## config.mk

```make
export PLATFORM = sky130hd
export DESIGN_NAME = sipo_deserializer
export DESIGN_NICKNAME = d
export VERILOG_FILES = /design/src/rtl/sipo_deserializer.sv
export SDC_FILE = /design/constraint.sdc
export NUM_CORES = 1
export LEC_CHECK = 0
export BUFFER_PORTS_ARGS = -buffer_cell sky130_fd_sc_hd__buf_2
export CORE_AREA = 2 2 48 72
export CTS_CLUSTER_SIZE = 30
export DETAILED_ROUTE_END_ITERATION = 6
export DIE_AREA = 0 0 50 74
export GPL_TIMING_DRIVEN = 0
export PLACE_DENSITY = 0.47
export SYNTH_ARGS = -nofsm -noshare
export SYNTH_HDL_FRONTEND = slang
export SYNTH_SLANG_ARGS = --single-unit
```

## constraint.sdc

```tcl
create_clock -name clk -period 1.7 [get_ports clk]
set_input_delay 0.085 -clock clk [delete_from_list [all_inputs] [get_ports clk]]
set_output_delay 0.085 -clock clk [all_outputs]
set_load 0.01 [all_outputs]
```

## src/rtl/sipo_deserializer.sv

```systemverilog
// Serial-in / parallel-out deserializer with a one-word holding register.
// Bits arrive MSB first; a completed word is presented on out together with
// out_valid and held until the consumer acknowledges it. A word that completes
// while the previous one is still unacknowledged is dropped and flagged on
// the sticky overrun output.
module sipo_deserializer #(
  parameter int N = 8
) (
  input  logic                 clk,
  input  logic                 rst,
  input  logic                 shift_in,
  input  logic                 in,
  input  logic                 frame_clr,
  input  logic                 out_ack,
  input  logic                 ovr_clr,
  output logic [N-1:0]         out,
  output logic                 out_valid,
  output logic                 overrun,
  output logic [$clog2(N)-1:0] bit_cnt
);

  localparam int CW = $clog2(N);
  localparam logic [CW-1:0] LAST_BIT = CW'(N - 1);

  logic [N-1:0]  sreg_q, sreg_d;
  logic [CW-1:0] cnt_q, cnt_d;
  logic [N-1:0]  out_q, out_d;
  logic          valid_q, valid_d;
  logic          ovr_q, ovr_d;

  logic          accept;
  logic          complete;
  logic [N-1:0]  word;

  // frame_clr takes priority over a bit offered in the same cycle
  assign accept   = shift_in & ~frame_clr;
  assign complete = accept & (cnt_q == LAST_BIT);
  assign word     = {sreg_q[N-2:0], in};

  // Shift register and bit counter next state
  always_comb begin
    sreg_d = sreg_q;
    cnt_d  = cnt_q;
    if (frame_clr) begin
      sreg_d = '0;
      cnt_d  = '0;
    end else if (accept) begin
      sreg_d = word;
      cnt_d  = complete ? '0 : cnt_q + CW'(1);
    end
  end

  // Holding register handshake and overrun detection; a new overrun wins over ovr_clr
  always_comb begin
    out_d   = out_q;
    valid_d = valid_q;
    ovr_d   = ovr_q;
    if (ovr_clr) begin
      ovr_d = 1'b0;
    end
    if (complete) begin
      if (!valid_q || out_ack) begin
        out_d   = word;
        valid_d = 1'b1;
      end else begin
        ovr_d = 1'b1;
      end
    end else if (valid_q && out_ack) begin
      valid_d = 1'b0;
    end
  end

  // State registers with asynchronous active-low reset
  always_ff @(posedge clk or negedge rst) begin
    if (!rst) begin
      sreg_q  <= '0;
      cnt_q   <= '0;
      out_q   <= '0;
      valid_q <= 1'b0;
      ovr_q   <= 1'b0;
    end else begin
      sreg_q  <= sreg_d;
      cnt_q   <= cnt_d;
      out_q   <= out_d;
      valid_q <= valid_d;
      ovr_q   <= ovr_d;
    end
  end

  assign out       = out_q;
  assign out_valid = valid_q;
  assign overrun   = ovr_q;
  assign bit_cnt   = cnt_q;

endmodule

```

== Yosys cells after proc, flatten, opt, wreduce, memory -nomap -nowiden ==
Index checks and enable logic that the tools add are counted.

* Add/sub/neg operators: 1
* Equal/unequal tests: 2
* Muxes and demuxes: 11
* Bitwise logic cells: 3
* Reductions and logical operators: 7

{| class="wikitable"
|+ Operator list
! cell !! count
|-
| $mux W7 || 2
|-
| $mux W3 || 3
|-
| $mux W1 || 6
|-
| $reduce_and A2 Y1 || 2
|-
| $reduce_bool A2 Y1 || 2
|-
| $add A3 B1 Y3 const B || 1
|-
| $eq A3 B3 Y1 const B || 1
|-
| $and A1 B1 Y1 || 2
|-
| $ne A2 B1 Y1 const B || 1
|-
| $logic_and A1 B1 Y1 || 1
|-
| $logic_not A1 Y1 || 1
|-
| $logic_or A1 B1 Y1 || 1
|-
| $not A1 Y1 || 1
|}

* Register bits: 20
* Output and inout bits: 13
* Word-level logic and storage cells: 29

== Depth between registers and ports, before layout ==
Gate-level depths: netlist of run 1.

* Depth in word-level cells: 6
* Mapped depth: 6
* Depth with buffers taken out: 5

== Worst setup path after synthesis of run 1 ==
Ideal clock, no wire load.

* Kind: reg-to-reg
* From: reg cnt_q[0] (netlist: bit_cnt[0])
* To: reg out_q[0] (netlist: out[0])
* Library setup time: 0.125 ns
* Arrival time: 1.425 ns
* Required time: 1.575 ns
* Setup slack: 0.150 ns
* Stages on the path, launching flop included: 7
* Buffers on the path: 1
* Clock period less this slack: 1.550 ns
* Cells stage by stage: dfrtp_1 -> ha_1 -> ha_1 -> nand3b_4 -> nor2b_4 -> buf_6 -> mux2_4

* Cells in the longest elaborated chain, start to end: 3

{| class="wikitable"
|+ Ends and longest elaborated chain
! item !! RTL line !! RTL
|-
| from (decl) || 26 || <nowiki>logic [CW-1:0] cnt_q, cnt_d;</nowiki>
|-
| from (signal assigned) || 83 || <nowiki>cnt_q <= cnt_d;</nowiki>
|-
| $eq A3 B3 Y1 || 37 || <nowiki>assign complete = accept & (cnt_q == LAST_BIT);</nowiki>
|-
| $and A1 B1 Y1 || 37 ||
|-
| $reduce_and A2 Y1 (no line) || -- ||
|-
| to (signal assigned) || 84 || <nowiki>out_q <= out_d;</nowiki>
|-
| to (decl) || 27 || <nowiki>logic [N-1:0] out_q, out_d;</nowiki>
|}

No other way between the ends.
A chain may end at the register's enable or synchronous reset.

== Worst setup path in the final report of run 1 ==
* From: reg cnt_q[0] (netlist: bit_cnt[0])
* To: reg out_q[5] (netlist: out[5])

Same word-level chain as after synthesis.

==> results of run 1 <==
Yosys cell counts (all sizes together):
cell type	instances	area [um^2]
inv	2	7.510
o22ai	1	6.260
buf	2	18.77
nand2	2	7.510
nand2b	1	13.76
dfrtp	20	500.5
clkbuf	1	3.750
a21oi	2	10.01
mux2i	8	80.08
ha	2	25.02
nor2b	1	13.76
nor2	9	33.78
nor3b	1	7.510
mux2	8	120.1
nand3b	2	27.53
flip-flops by register name (all words and copies together), names as in the netlist:
signal,count
bit_cnt,3
out,8
overrun,1
out_valid,1
sreg_q,7
worst max-delay path, stage by stage, from the launching register on:
cell and delay, ns:
dfrtp_1 0.39, ha_1 0.17, ha_1 0.23, nand3b_4 0.11, nor2b_4 0.12, buf_6 0.16, mux2_4 0.31
per-layer routing:
metal  share of wire  global-route usage
met4           0.022             0.06481
met2            0.50              0.1652
met5               0                   0
met3           0.045             0.02410
met1            0.43              0.1074
worst min path at each step:
stage	startpoint	endpoint	slack [ns]	depth (start not counted)
floorplan	rst	bit_cnt[0]	-0.21	0
global placement	rst	out[3]	0.06	1
detailed placement	rst	out[3]	0.06	1
CTS	ovr_clr	overrun	0.0001	2
global route	ovr_clr	overrun	0.007	2
finish	ovr_clr	overrun	0.002	2
repair_timing:
item	CTS	global route
gates resized for setup	0	0
endpoints found under the hold margin	20	0
hold buffers	1	0
through the flow:
stage,instances,cell area [um^2]
2_1_floorplan,62,875.8
3_3_place_gp,121,1021
3_5_place_dp,121,1021
4_1_cts,126,1086
5_1_grt,126,1086
6_report,126,1086
area by class of cell:
type	count	area [um^2]
Buffer	3	22.52
Clock buffer	4	55.05
Fill cell	320	2011
Inverter	2	7.507
Multi-Input combinational cell	37	345.3
Sequential cell	20	500.5
Tap cell	40	50.05
Timing Repair Buffer	20	105.1
cell families after synthesis:
| kind of cell | after synthesis | synth area share |
|---|---|---|
| AO/OA/AOI/OAI | 3 | 0.01858 |
| multiplexers | 16 | 0.2286 |
| buffers and inverters | 5 | 0.03429 |
| adder cells (fa/ha/maj) | 2 | 0.02857 |
| AND/OR/NAND/NOR | 16 | 0.1186 |
| flip-flops | 20 | 0.5714 |
where the power goes:
group / switching (W) / internal [W]
Combinational: 0.0000306 / 0.0000237
Clock: 0.000150 / 0.000206
Sequential: 0.00000557 / 0.000482
==> results_dict.tcl, run 1 <==
set metrics [dict create \
    cp-endpoint "out[5]" \
    tritoncts "yes" \
    syn_inst 62 \
    clock_latency_ns 0.26 \
    wl_per_cell_um 11.96 \
    finalHoldViolations 0 \
    final_util 0.3507 \
    cp_max_fo 8 \
    num_io_pins 20 \
    rr_worst_depth 6 \
    nets 96 \
    cp.arrival_ns 1.74 \
    dieArea_um2 3700 \
    die_y_um 74 \
    wl_mm 1.507 \
    holdWs_ns 0.002493 \
    clock_skew_ns 0.004258 \
    regToRegEndpoint "out[5]" \
    die_w_um 50 \
    power.density_nw_per_um2 826.7 \
    tightest_slew_ns 0.4540 \
    max_freq_mhz 625.3 \
    grt_max_degree 21 \
    period_minus_slack_ns 1.599 \
    status "finished clean" \
    rows 25 \
    first_global_vias 622 \
    clkSlewWorstSetupHoldPaths_ns 0.07 \
    area_delta_synth_final_pct 24.00 \
    h-tree-depth 1 \
    seq_area_frac_synth 0.5714 \
    drcViolationCount 0 \
    startpoint_type "register" \
    place_worst_setup_slack_ns 0.08242 \
    drt-pass1-iter-count 2 \
    crit_start "bit_cnt[0]" \
    drive_gt1_frac 0.4186 \
    root_buffer "clkbuf_8" \
    ir_drop_mv 0.4943 \
    grt_pass1_wl_mm 2.697 \
    gp_congestion 0.6479 \
    synth-seq-cells 20 \
    via_count 535 \
    cts_buffers 3 \
    port-buffer-count 19 \
    clkSinkCount 20 \
    drt_iter0_drc 3 \
    power_w 0.0008979 \
    setup-violations-final 0 \
    ys_types 17 \
    worst_setup_path_end_kind "register" \
    final_cell_mix "dfrtp_1 (20), buf_2 (19), nor2_1 (9)" \
    insertedDiodeCount 0 \
    critPathKind "register to register" \
    dp_hpwl_mm 1.084 \
    core_um2 3097 \
    maxSlewHeadroom 0.6973 \
    yosys_warnings 0 \
    synth_area_um2 875.8 \
    clockBufferDepth 2 \
    final_common_cell "dfrtp_1" \
    rsz0062_at_grt "false" \
    synth.avg_cell_area_um2 14.13 \
    r2r-start "bit_cnt[0]" \
    fin_crit_sh 0.9407 \
    grt-ovfl-total 0 \
    p_leak_nw 0.6079 \
    viasPerCell 4.246 \
    cts_setup_buffers 0 \
    timing.setup.tns_ns 0 \
    r2r_slack_ns 0.10 \
    synth_nets 71 \
    maxCapViolCount 0 \
    fin_ws_ns 0.1008 \
    required_ns 1.84 \
    antenna_found_initial 0 \
    grt_usage 0.09741 \
    hp-class "primary input to register" \
    drtAntennaViolNets 0 \
    initial_core_util 0.2828 \
    slew_violations 0 \
]
Note: power is estimated with default switching activity, not from simulation.
==> run 2: changes to the inputs <==
- CORE_AREA: 2 2 48 72 -> 2 2 64 54
- DIE_AREA: 0 0 50 74 -> 0 0 66 56
- PLACE_DENSITY: 0.47 -> 0.48
==> results_dict.tcl, run 2 (synthesis gave the netlist of run 1 again) <==
set metrics [dict create \
    status "finished clean" \
    wl_per_cell_um 11.82 \
    insertedDiodeCount 0 \
    crit_top_cell "ha_1" \
    worst_setup_path_end_kind "register" \
    die_w_um 66 \
    required_ns 1.84 \
    cp_max_fo 8 \
    drt_iter0_drc 10 \
    timing.setup.tns_ns 0 \
    initial_core_util 0.2902 \
    rsz0062_at_grt "false" \
    slew_violations 0 \
    period_minus_slack_ns 1.629 \
    clock_latency_ns 0.25 \
    clock_skew_ns 0.001491 \
    power_w 0.0008456 \
    grt_max_degree 21 \
    tritoncts "yes" \
    final_util 0.3553 \
    rr_worst_depth 6 \
    final_cell_mix "dfrtp_1 (20), buf_2 (19), nor2_1 (9)" \
    num-fill-cells 324 \
    port-buffer-count 19 \
    drtAntennaViolNets 0 \
    largest_reg_flops 8 \
    startpoint_type "register" \
    tightest_slew_ns 0.4697 \
    area_delta_synth_final_pct 22.43 \
    fin_crit_sh 0.9584 \
    design_area_um2 1072 \
    r2r-start "bit_cnt[0]" \
    whs_path_depth 2 \
    grt-ovfl-total 0 \
    grt_usage 0.08707 \
    grt_pass1_wl_mm 2.387 \
    rows 18 \
    hold_start "ovr_clr" \
    hp-class "primary input to register" \
    cpMaxStageDelayCell "dfrtp_1" \
    p_leak_nw 0.6007 \
    setup-violations-final 0 \
    maxCapViolCount 0 \
    die_y_um 56 \
    path_cells "ha_1, ha_1, nand3b_4, nor2b_4, buf_6, mux2_4" \
    gp_congestion 0.7012 \
    regToRegEndpoint "out[3]" \
    antenna_found_initial 0 \
    core_um2 3018 \
    final_common_cell "dfrtp_1" \
    slowest_delay_ns 0.40 \
    first_global_vias 496 \
    cp.arrival_ns 1.77 \
    clkSinkCount 20 \
    ir_drop_mv 0.4594 \
    via_count 529 \
    min_to "overrun" \
    dp_hpwl_mm 1.037 \
    critPathKind "register to register" \
    clockBufferDepth 2 \
    viasPerCell 4.232 \
    cts_buffers 3 \
    nets 96 \
    r2r_slack_ns 0.07 \
    max_freq_mhz 613.7 \
    num_io_pins 20 \
    power.density_nw_per_um2 788.6 \
    drt-pass1-iter-count 2 \
    drive_gt1_frac 0.4118 \
    drcViolationCount 0 \
    cts_setup_buffers 0 \
    finalHoldViolations 0 \
    root_buffer "clkbuf_8" \
    maxSlewHeadroom 0.6868 \
    clkSlewWorstSetupHoldPaths_ns 0.07 \
    h-tree-depth 1 \
    placed_cells 121 \
    placed_area_um2 1021 \
    wl_mm 1.478 \
    dieArea_um2 3696 \
    fin_cells 125 \
]
[run 2: through the flow]
step / worst slack, ns / hold slack, ns
final: 0.07066 / 0.01760
after global routing: 0.02237 / 0.005448
after CTS: 0.05466 / 0.009968
after detailed placement: 0.06546 / 0.05729
after global placement: 0.1090 / 0.05977
after floorplan: 0.1502 / -0.2106
[run 2: worst max path at each step]
stage | from | end | slack [ns] | cells after the start
6_report | bit_cnt[0] | out[3] | 0.07 | 6
5_1_grt | bit_cnt[0] | out[1] | 0.02 | 6
4_1_cts | bit_cnt[0] | out[3] | 0.05 | 6
3_5_place_dp | bit_cnt[0] | out[3] | 0.07 | 6
3_3_place_gp | bit_cnt[0] | out[2] | 0.11 | 6
2_1_floorplan | bit_cnt[0] | out[0] | 0.15 | 6
[run 2: final cells by class]
class,count,area [um^2],share of cell area
buffer,3,22.52,0.02100
clock buffer,3,41.29,0.03851
inverter,2,7.507,0.007001
multi-input combinational,37,345.3,0.3221
sequential,20,500.5,0.4667
tap,40,50.05,0.04667
timing repair buffer,20,105.1,0.09802
[run 2: timing repair]
item / CTS / global route
hold buffers: 1 / 0
endpoints found under the hold margin: 20 / 0
resized for setup: 0 / 0
[run 2: power breakdown]
group          switching [W]  internal, W
clock               0.000145     0.000158
sequential        0.00000562     0.000482
combinational      0.0000311    0.0000236
[run 2: worst max-delay path: cells and delay by family, from the launching register on]
| family | cells | cell delay [ns] |
|---|---|---|
| adder cells (fa/ha/maj) | 2 | 0.42 |
| flip-flops | 1 | 0.40 |
| multiplexers | 1 | 0.31 |
| AND/OR/NAND/NOR | 2 | 0.22 |
| buffers and inverters | 1 | 0.16 |
[run 2: routing by layer]
layer / up-vias / part of all wire / global-route usage
li1: 253 / - / -
met1: 258 / 0.50 / 0.1208
met5: - / 0 / 0
met3: 2 / 0.057 / 0.04251
met2: 16 / 0.43 / 0.1183
met4: 0 / 0.0041 / 0.02624
